`src/rtl/calc_entry_fsm.sv`:
```
// Calculator key-entry controller: builds two BCD operands and an operator
// from decoded key events, hands them to the ALU with a start/done
// handshake, and keeps the result on the display.
module calc_entry_fsm #(
   parameter int NUM_DIGITS = 4
) (
   input  logic                    clk,
   input  logic                    rst,
   input  logic                    btn_press,
   input  logic                    is_num,
   input  logic                    is_op,
   input  logic                    is_eq,
   input  logic [3:0]              num_val,
   input  logic [1:0]              op_val,
   input  logic                    exec_done,
   input  logic [4*NUM_DIGITS-1:0] result_bcd,
   input  logic                    result_err,
   output logic [4*NUM_DIGITS-1:0] operand_a,
   output logic [4*NUM_DIGITS-1:0] operand_b,
   output logic [1:0]              op_code,
   output logic                    exec_start,
   output logic [4*NUM_DIGITS-1:0] display_bcd,
   output logic                    err,
   output logic [1:0]              state
);

   localparam int W  = 4 * NUM_DIGITS;
   localparam int CW = $clog2(NUM_DIGITS + 1);
   localparam logic [CW-1:0] CNT_MAX = CW'(NUM_DIGITS);
   localparam logic [CW-1:0] CNT_ONE = CW'(1);

   typedef enum logic [1:0] {
      S_A      = 2'd0,
      S_B      = 2'd1,
      S_EXEC   = 2'd2,
      S_RESULT = 2'd3
   } state_t;

   state_t          state_q, state_d;
   logic            press_q, press_d;
   logic [W-1:0]    a_q, a_d;
   logic [W-1:0]    b_q, b_d;
   logic [CW-1:0]   a_cnt_q, a_cnt_d;
   logic [CW-1:0]   b_cnt_q, b_cnt_d;
   logic [1:0]      op_code_q, op_code_d;
   logic            exec_start_q, exec_start_d;
   logic            err_q, err_d;

   logic            key_evt;
   logic            evt_eq;
   logic            evt_op;
   logic            evt_num;

   // A digit is taken unless the operand is full or it would be a leading zero.
   function automatic logic digit_ok(input logic [CW-1:0] cnt, input logic [3:0] d);
      return (cnt != CNT_MAX) && !((cnt == '0) && (d == 4'd0));
   endfunction

   function automatic logic [W-1:0] shift_in(input logic [W-1:0] x, input logic [3:0] d);
      return {x[W-5:0], d};
   endfunction

   // Rising edge of btn_press is the single event for a held key; class
   // priority is equals, then operator, then digit. Non-decimal digits drop.
   always_comb begin
      key_evt = btn_press & ~press_q;
      evt_eq  = key_evt & is_eq;
      evt_op  = key_evt & ~is_eq & is_op;
      evt_num = key_evt & ~is_eq & ~is_op & is_num & (num_val <= 4'd9);
   end

   // Next-state and datapath updates for the entry sequence.
   always_comb begin
      state_d      = state_q;
      press_d      = btn_press;
      a_d          = a_q;
      b_d          = b_q;
      a_cnt_d      = a_cnt_q;
      b_cnt_d      = b_cnt_q;
      op_code_d    = op_code_q;
      exec_start_d = 1'b0;
      err_d        = err_q;

      case (state_q)
         S_A: begin
            if (evt_num) begin
               if (digit_ok(a_cnt_q, num_val)) begin
                  a_d     = shift_in(a_q, num_val);
                  a_cnt_d = a_cnt_q + CNT_ONE;
               end
            end else if (evt_op && (op_val != 2'd0)) begin
               op_code_d = op_val;
               b_d       = '0;
               b_cnt_d   = '0;
               state_d   = S_B;
            end
         end
         S_B: begin
            if (evt_eq) begin
               exec_start_d = 1'b1;
               state_d      = S_EXEC;
            end else if (evt_op) begin
               // Operator replacement only while B is still empty.
               if ((b_cnt_q == '0) && (op_val != 2'd0)) begin
                  op_code_d = op_val;
               end
            end else if (evt_num) begin
               if (digit_ok(b_cnt_q, num_val)) begin
                  b_d     = shift_in(b_q, num_val);
                  b_cnt_d = b_cnt_q + CNT_ONE;
               end
            end
         end
         S_EXEC: begin
            // Operands stay frozen and keys are dropped until the ALU answers.
            if (exec_done) begin
               a_d     = result_bcd;
               a_cnt_d = CNT_MAX;
               err_d   = result_err;
               state_d = S_RESULT;
            end
         end
         S_RESULT: begin
            if (evt_num) begin
               // A new digit starts a fresh calculation with that digit in A.
               err_d   = 1'b0;
               a_d     = {{(W-4){1'b0}}, num_val};
               a_cnt_d = (num_val == 4'd0) ? '0 : CNT_ONE;
               state_d = S_A;
            end else if (evt_op && !err_q && (op_val != 2'd0)) begin
               // Chain: the result stays in A as the next left operand.
               op_code_d = op_val;
               b_d       = '0;
               b_cnt_d   = '0;
               state_d   = S_B;
            end
         end
         default: state_d = S_A;
      endcase
   end

   // State and operand registers with synchronous reset.
   always_ff @(posedge clk) begin
      if (rst) begin
         state_q      <= S_A;
         press_q      <= 1'b0;
         a_q          <= '0;
         b_q          <= '0;
         a_cnt_q      <= '0;
         b_cnt_q      <= '0;
         op_code_q    <= 2'd0;
         exec_start_q <= 1'b0;
         err_q        <= 1'b0;
      end else begin
         state_q      <= state_d;
         press_q      <= press_d;
         a_q          <= a_d;
         b_q          <= b_d;
         a_cnt_q      <= a_cnt_d;
         b_cnt_q      <= b_cnt_d;
         op_code_q    <= op_code_d;
         exec_start_q <= exec_start_d;
         err_q        <= err_d;
      end
   end

   // Show B once the user has typed into it, otherwise A (or the result).
   always_comb begin
      display_bcd = ((state_q == S_B) && (b_cnt_q != '0)) ? b_q : a_q;
   end

   assign operand_a  = a_q;
   assign operand_b  = b_q;
   assign op_code    = op_code_q;
   assign exec_start = exec_start_q;
   assign err        = err_q;
   assign state      = state_q;

endmodule

```
`config.mk`:
```
export PLATFORM = sky130hd
export DESIGN_NAME = calc_entry_fsm
export DESIGN_NICKNAME = d
export VERILOG_FILES = /design/src/rtl/calc_entry_fsm.sv
export SDC_FILE = /design/constraint.sdc
export NUM_CORES = 1
export LEC_CHECK = 0
export CAP_MARGIN = 40
export CORE_MARGIN = 2
export CORE_UTILIZATION = 30
export DETAILED_ROUTE_END_ITERATION = 10
export GPL_TIMING_DRIVEN = 0
export PLACE_DENSITY = 0.63
export SYNTH_ARGS = -nofsm -noshare
export SYNTH_HDL_FRONTEND = slang
export SYNTH_SLANG_ARGS = --single-unit
```
`constraint.sdc`:
```
create_clock -name clk -period 4.1 [get_ports clk]
set_input_delay 0.82 -clock clk [delete_from_list [all_inputs] [get_ports clk]]
set_output_delay 0.82 -clock clk [all_outputs]
set_load 0.05 [all_outputs]
```
== Yosys cells after proc, flatten, opt, wreduce, memory -nomap -nowiden ==
Cells that the tools add are included.
Storage, ports and cells
  flip-flop bits (word level): 45
  bits of input ports: 30
  output and inout bits: 54
  logic and storage cells: 120
Cells by class
  add/sub/neg operators: 2
  $lt $le $gt $ge: 1
  eq/ne operators: 21
  multiplexer cells: 49
  bitwise logic cells: 11
  reduce and logical (&&, ||, !) cells: 27
Operators with widths (count)
  $mux W16: 13
  $pmux W16 S3: 2
  $mux W3: 12
  $ne A2 B2 Y1 const B: 15
  $mux W2: 13
  $pmux W3 S3: 2
  $reduce_and A5 Y1: 2
  $logic_and A1 B1 Y1: 9
  $ne A3 B3 Y1 const B: 3
  $reduce_and A9 Y1: 1
  $reduce_bool A3 Y1: 3
  $pmux W2 S4: 1
  $reduce_and A8 Y1: 1
  $and A1 B1 Y1: 7
  $add A3 B1 Y3 const B: 2
  $logic_not A3 Y1: 2
  $pmux W2 S3: 1
  $eq A2 B2 Y1 const B: 2
  $le A4 B4 Y1 const B: 1
  $logic_not A4 Y1: 1
  $mux W1: 4
  $not A1 Y1: 4
  $reduce_bool A2 Y1: 2
  $logic_not A1 Y1: 3
  5 further kinds: 5

== Depth between registers and ports, before layout ==
Gate-level depths: netlist (run 1).
  depth in word-level cells: 10
  mapped depth: 8
  mapped depth without buffers: 6

== Worst setup path after synthesis (run 1) ==
Ideal clock, no wire load.
  path kind: register -> output
  start point: register state_q[1], in the netlist state[1]
  end point: output display_bcd[10]
  arrival: 2.414 ns
  data required time: 3.280 ns
  slack: 0.866 ns
  stages on the path, launching flop included: 7
  path buffers: 2
  cells stage by stage: dfxtp_1 inv_1 ha_1 clkbuf_1 o21ai_1 clkbuf_1 mux2_2
Between the ends
  cells in the longest elaborated chain, start to end: 3
RTL lines
  start: declaration: RTL line 39  | state_t state_q, state_d;
  start signal: assignment: RTL line 155  | state_q <= state_d;
  $eq A2 B1 Y1: RTL line 169  | display_bcd = ((state_q == S_B) && (b_cnt_q != '0)) ? b_q : a_q;
  $logic_and A1 B1 Y1: RTL line 169
  $mux W16: RTL line 169
  end: declaration: RTL line 22  | output logic [4*NUM_DIGITS-1:0] display_bcd,
No other way between the ends.

== Worst setup path after layout (run 1) ==
  start point: register state_q[1], in the netlist state[1]
  end point: output display_bcd[8]
Same word-level chain as after synthesis.

==> results of run 1 <==
[sequential cells by signal, indices dropped and copies added (netlist names)]
register,count
operand_a,16
operand_b,16
a_cnt_q,3
b_cnt_q,3
op_code,2
state,2
err,1
exec_start,1
press_q,1
[placed cells by master (no fill, tap or decap), types with 5 or more instances in the layout]
master	netlist	layout
clkbuf_1	15	14
nand2_1	11	11
a211oi_1	18	18
clkbuf_8	0	5
nor3b_1	12	12
dfxtp_1	45	45
nor2_1	7	7
mux2_2	17	17
clkdlybuf4s50_1	0	83
inv_1	11	11
a21oi_1	31	31
a22o_1	17	17
ha_1	10	10
[cell families after synthesis]
logic type	synth area share (%)
mux	9.27
buf+inv	5.60
flops	37.7
fa+ha+maj	5.24
compound gates	29.6
simple gates	12.6
[metal layers]
layer,vias up,routed length [µm]
met5,-,0
met4,0,74
met3,4,349
met2,74,3450
met1,1124,3560
li1,1146,-
[timing repair]
action | 4_1_cts | 5_1_grt
endpoints found under the setup margin | 10 | 10
pin swaps | 0 | 0
gates resized for setup | 1 | 1
[power by group]
group / leakage (nW) / switching, mW / internal (mW)
sequential: 0.365 / 0.126 / 0.539
clock: 0.0481 / 0.161 / 0.121
combinational: 0.842 / 1.01 / 0.559
total: 1.26 / 1.29 / 1.22
[critical path, delay by kind of cell, from the launching register on]
family	cells	cell delay, ns
DFF	1	0.51
adders and majority gates	1	0.20
AOI/OAI and AO/OA	1	0.23
muxes	1	0.37
buffers and inverters	4	1.39
[final cells by class]
cell class                 count  area [µm²]  share of cell area (%)
buffer                        19        93.8                    2.72
timing repair buffer          83         831                    24.1
inverter                      11        41.3                    1.20
sequential                    45         901                    26.2
clock buffer                   5        68.8                    2.00
tap                          102         128                    3.71
multi-input combinational    179        1360                    39.4
clock inverter                 3        22.5                   0.654
[how the worst min path moves through the flow]
| stage | startpoint | end | slack, ns | cells past startpoint |
|---|---|---|---|---|
| 5_1_grt | op_code[0] | op_code[0] | 0.48 | 2 |
| 4_1_cts | op_code[0] | op_code[0] | 0.47 | 2 |
| 3_5_place_dp | op_code[0] | op_code[0] | 0.46 | 2 |
| 6_report | op_code[0] | op_code[0] | 0.46 | 2 |
| 2_1_floorplan | b_cnt_q[2] | b_cnt_q[2] | 0.47 | 2 |
| 3_3_place_gp | op_code[0] | op_code[0] | 0.44 | 2 |
[per-stage QoR]
step	worst slack [ns]	hold WS [ns]
final	0.264	0.463
after global routing	0.0885	0.481
after CTS	0.00453	0.466
after detailed placement	0.217	0.455
after global placement	0.191	0.445
after floorplan	0.866	0.466
==> flow_metrics.tcl, run 1 <==
set metrics [dict create \
    critical_path.max_fanout 10 \
    grt-busiest-layer "met2" \
    final_nets 384 \
    synth_seq_area_share_pct 37.7 \
    dr_total_vias 2348 \
    stdcell_count 447 \
    rr_worst_depth 8 \
    overflow 0 \
    postCtsSetupRepairBufs 0 \
    area_growth_pct 44.1 \
    initial_core_util_pct 30.9 \
    clk_pin_slew_worst_paths_ns 0.09 \
    cp.required_ns 3.28 \
    crit_chain "inv_1 -> ha_1 -> clkbuf_1 -> o21ai_2 -> clkbuf_2 -> mux2_2 -> clkdlybuf4s50_1" \
    io_buffers 83 \
    grtUsageTotal_pct 17.2 \
    rsz0062_at_grt "no" \
    routed_wl_um 7430 \
    final_core_util_pct 44.6 \
    cts_max_path_buffers 2 \
    grt_pass1_wl_um 11700 \
    ys_seq_elements 45 \
    vias_per_cell 5.25 \
    antenna_found_initial 0 \
    cts-root-buf "clkbuf_8" \
    async_reset_ff_share_pct 0 \
    slew_headroom_pct 63.5 \
    grt_max_degree 16 \
    placed_area_um2 3350 \
    period_share_pct 93.6 \
    drtPass1Iterations 5 \
    drv_cap 0 \
    skew_ns 0.00741 \
    yosys_most_used_dff "dfxtp_1" \
    hold_viol 0 \
    synth_area_um2 2390 \
    avgSynthCellArea_um2 9.41 \
    dp.cells 439 \
    syn-num-nets 294 \
    ir_worst_vdd_mv 0.221 \
    die_h_um 93.3 \
    cp_slowest_cell "clkdlybuf4s50_1" \
    dieArea_um2 8700 \
    clock.fmax_mhz 261 \
    rows 32 \
    clk_latency_ns 0.30 \
    r2r_start "state[1]" \
    grt_use_met1_pct 23.8 \
    coreArea_um2 7730 \
    worstHoldPathType "reg -> reg" \
    slew_viol_final 0 \
    finalPower_mw 2.51 \
    grt_pass1_vias 2207 \
    drtAntennaViolNets 0 \
    drt_iter0_drc 67 \
    netlist_instances 254 \
    worst_pin_slew_ns 0.542 \
    wl_per_cell_um 16.6 \
    start_kind "register" \
    netlist-cell-type-count 48 \
    yosys-top-cells-count "dfxtp_1, a21oi_1, a211oi_1" \
    n_antenna_cell 0 \
    ioPinCount 84 \
    post-synth-top-area-cell "dfxtp_1" \
    grt_util_met3_pct 3.22 \
    design_area_um2 3440 \
    p_leak_nw 1.26 \
    yosys.cell_count.top_type "dfxtp_1" \
    cts.sinks 45 \
    critPathCaptureType "output port" \
    synth_edf_count 0 \
    setup_viol 0 \
    worst_path_largest_cell_delay_ns 0.71 \
    pwr_density_cell_nw_per_um2 730 \
    regToRegEndpoint "operand_a[9]" \
    dp_hpwl_um 5650 \
    nFillCells 763 \
    ff2ff_setup_slack_ns 1.57 \
    synth_area_leaders "dfxtp_1, mux2_2, a21oi_1" \
    grtUsageMet2_pct 27.0 \
    synth_top_area_share_pct 37.7 \
    cts_tree "built" \
    postCtsHoldBufs 0 \
    run_status "finished, final reports clean" \
    cts_buffers 5 \
    htree_num_levels 2 \
    fin_tns_setup_ns 0 \
    crit_arrival_ns 3.02 \
    die_x_um 93.3 \
    crit_path_start "state[1]" \
    place_congestion 0.818 \
    yosys_warnings 0 \
    fin_crit_ns 3.84 \
    crit_type "reg -> out" \
    timing.critical_path.to "display_bcd[8]" \
    drc 0 \
    drive_gt1_share_pct 11.6 \
]
Note: power is estimated with default switching activity, not from simulation.
==> inputs of run 2 (changes only) <==
Settings changed: DONT_BUFFER_PORTS from default to 1, PLACE_DENSITY 0.63 to 0.5.
==> run 2 against run 1 <==
Net effect:
- via count decreased by 15%
- fmax increased by 2.0%
- design area decreased by 24%
- cell count decreased by 19%
- sequential power increased by 52%
- first-iteration DRC count increased by 140%
- worst hold slack improved by 0.047 ns
- critical endpoint is now display_bcd[7]
- largest cell class unchanged
- largest power group is now registers
- highest routed layer unchanged
==> flow_metrics.tcl, run 2 (synthesis results as in run 1) <==
set metrics [dict create \
    crit_type "reg -> out" \
    dp.cells 356 \
    dr_total_vias 2004 \
    worst_pin_slew_ns 0.702 \
    skew_ns 0.00782 \
    grt_pass1_wl_um 11400 \
    grt_max_degree 17 \
    place_congestion 0.787 \
    critPathCaptureType "output port" \
    grtUsageTotal_pct 16.8 \
    n_antenna_cell 0 \
    final_core_util_pct 33.8 \
    postCtsHoldBufs 0 \
    hold_viol 0 \
    antenna_found_initial 0 \
    hp-start "a_cnt_q[1]" \
    grt_util_met3_pct 6.53 \
    stdcell_count 364 \
    postCtsSetupRepairBufs 0 \
    hold-path-cell-count 2 \
    die_h_um 93.3 \
    grt_use_met1_pct 22.1 \
    cts.sinks 45 \
    ioPinCount 84 \
    final_cell_mix "dfxtp_1, a21oi_1, a211oi_1, mux2_2, a22o_1" \
    wl_per_cell_um 19.7 \
    drtAntennaViolNets 0 \
    layout_commonest_cell "dfxtp_1" \
    cts_resized 0 \
    run_status "finished, final reports clean" \
    cts_max_path_buffers 2 \
    grt-busiest-layer "met2" \
    cts_buffers 5 \
    rows 32 \
    slew_viol_final 0 \
    rr_worst_depth 8 \
    vias_per_cell 5.51 \
    initial_core_util_pct 30.9 \
    drv_cap 0 \
    cp.required_ns 3.28 \
    ff2ff_setup_slack_ns 1.30 \
    rsz0062_at_grt "no" \
    start_kind "register" \
    cts_tree "built" \
    final_nets 301 \
    crit_arrival_ns 2.94 \
    p_leak_nw 0.950 \
    clk_pin_slew_worst_paths_ns 0.09 \
    drive_gt1_share_pct 14.9 \
    coreArea_um2 7730 \
    setup_viol 0 \
    slew_headroom_pct 52.9 \
    regToRegEndpoint "operand_a[10]" \
    clock.fmax_mhz 266 \
    drc 0 \
    drt_iter0_drc 160 \
    die_x_um 93.3 \
    r2r_start "state[0]" \
    period_share_pct 91.7 \
    dp_hpwl_um 5460 \
    ir_worst_vdd_mv 0.285 \
    dieArea_um2 8700 \
    overflow 0 \
    area_growth_pct 9.32 \
    grt_pass1_vias 1975 \
    io_buffers 0 \
    min_to "a_cnt_q[1]" \
    routed_wl_um 7180 \
    grtUsageMet2_pct 25.5 \
    worstHoldPathType "reg -> reg" \
    fin_crit_ns 3.76 \
    pwr_density_cell_nw_per_um2 833 \
    critical_path.max_fanout 10 \
    cts-root-buf "clkbuf_8" \
    htree_num_levels 2 \
    fin_tns_setup_ns 0 \
    drtPass1Iterations 4 \
    clk_latency_ns 0.31 \
]
-- run 2: cell type report --
type	instances	area (µm²)
Inverter	11	41.3
Fill cell	812	5110
Sequential cell	45	902
Buffer	19	92.6
Tap cell	102	128
Clock inverter	3	25.0
Multi-Input combinational cell	179	1360
Clock buffer	5	68.8
-- run 2: how the worst max path moves through the flow --
stage,from,slack [ns],to
floorplan,state[1],0.87,display_bcd[10]
global placement,state[1],0.37,display_bcd[7]
CTS,state[1],0.02,display_bcd[7]
global route,state[1],0.15,display_bcd[7]
detailed placement,state[1],0.38,display_bcd[7]
finish,state[1],0.34,display_bcd[7]
-- run 2: power breakdown --
part           total (mW)  internal (mW)  switching, mW
clock               0.300          0.125          0.175
combinational       0.867          0.264          0.603
sequential           1.01          0.538          0.471
-- run 2: stage by stage --
stage	hold slack (ns)	setup WS (ns)	total power [mW]	instance area (µm²)
2_1_floorplan	0.466	0.866	1.72	2390
3_3_place_gp	0.493	0.374	1.88	2520
3_5_place_dp	0.497	0.378	1.89	2520
4_1_cts	0.513	0.0182	2.20	2610
5_1_grt	0.545	0.154	2.30	2610
6_report	0.510	0.341	2.18	2610
-- run 2: routing by layer --
metal  vias up  share of wire, %
li1        982                 -
met1       956                45
met2        58                46
met3         8               7.8
met4         0               1.3
met5         -                 0
-- run 2: worst max-delay path: stages (launching register included) --
cell and delay [ns]:
dfxtp_2 0.61, inv_1 0.15, ha_1 0.20, clkbuf_1 0.19
o21ai_1 0.43, clkbuf_1 0.51, mux2_2 0.54
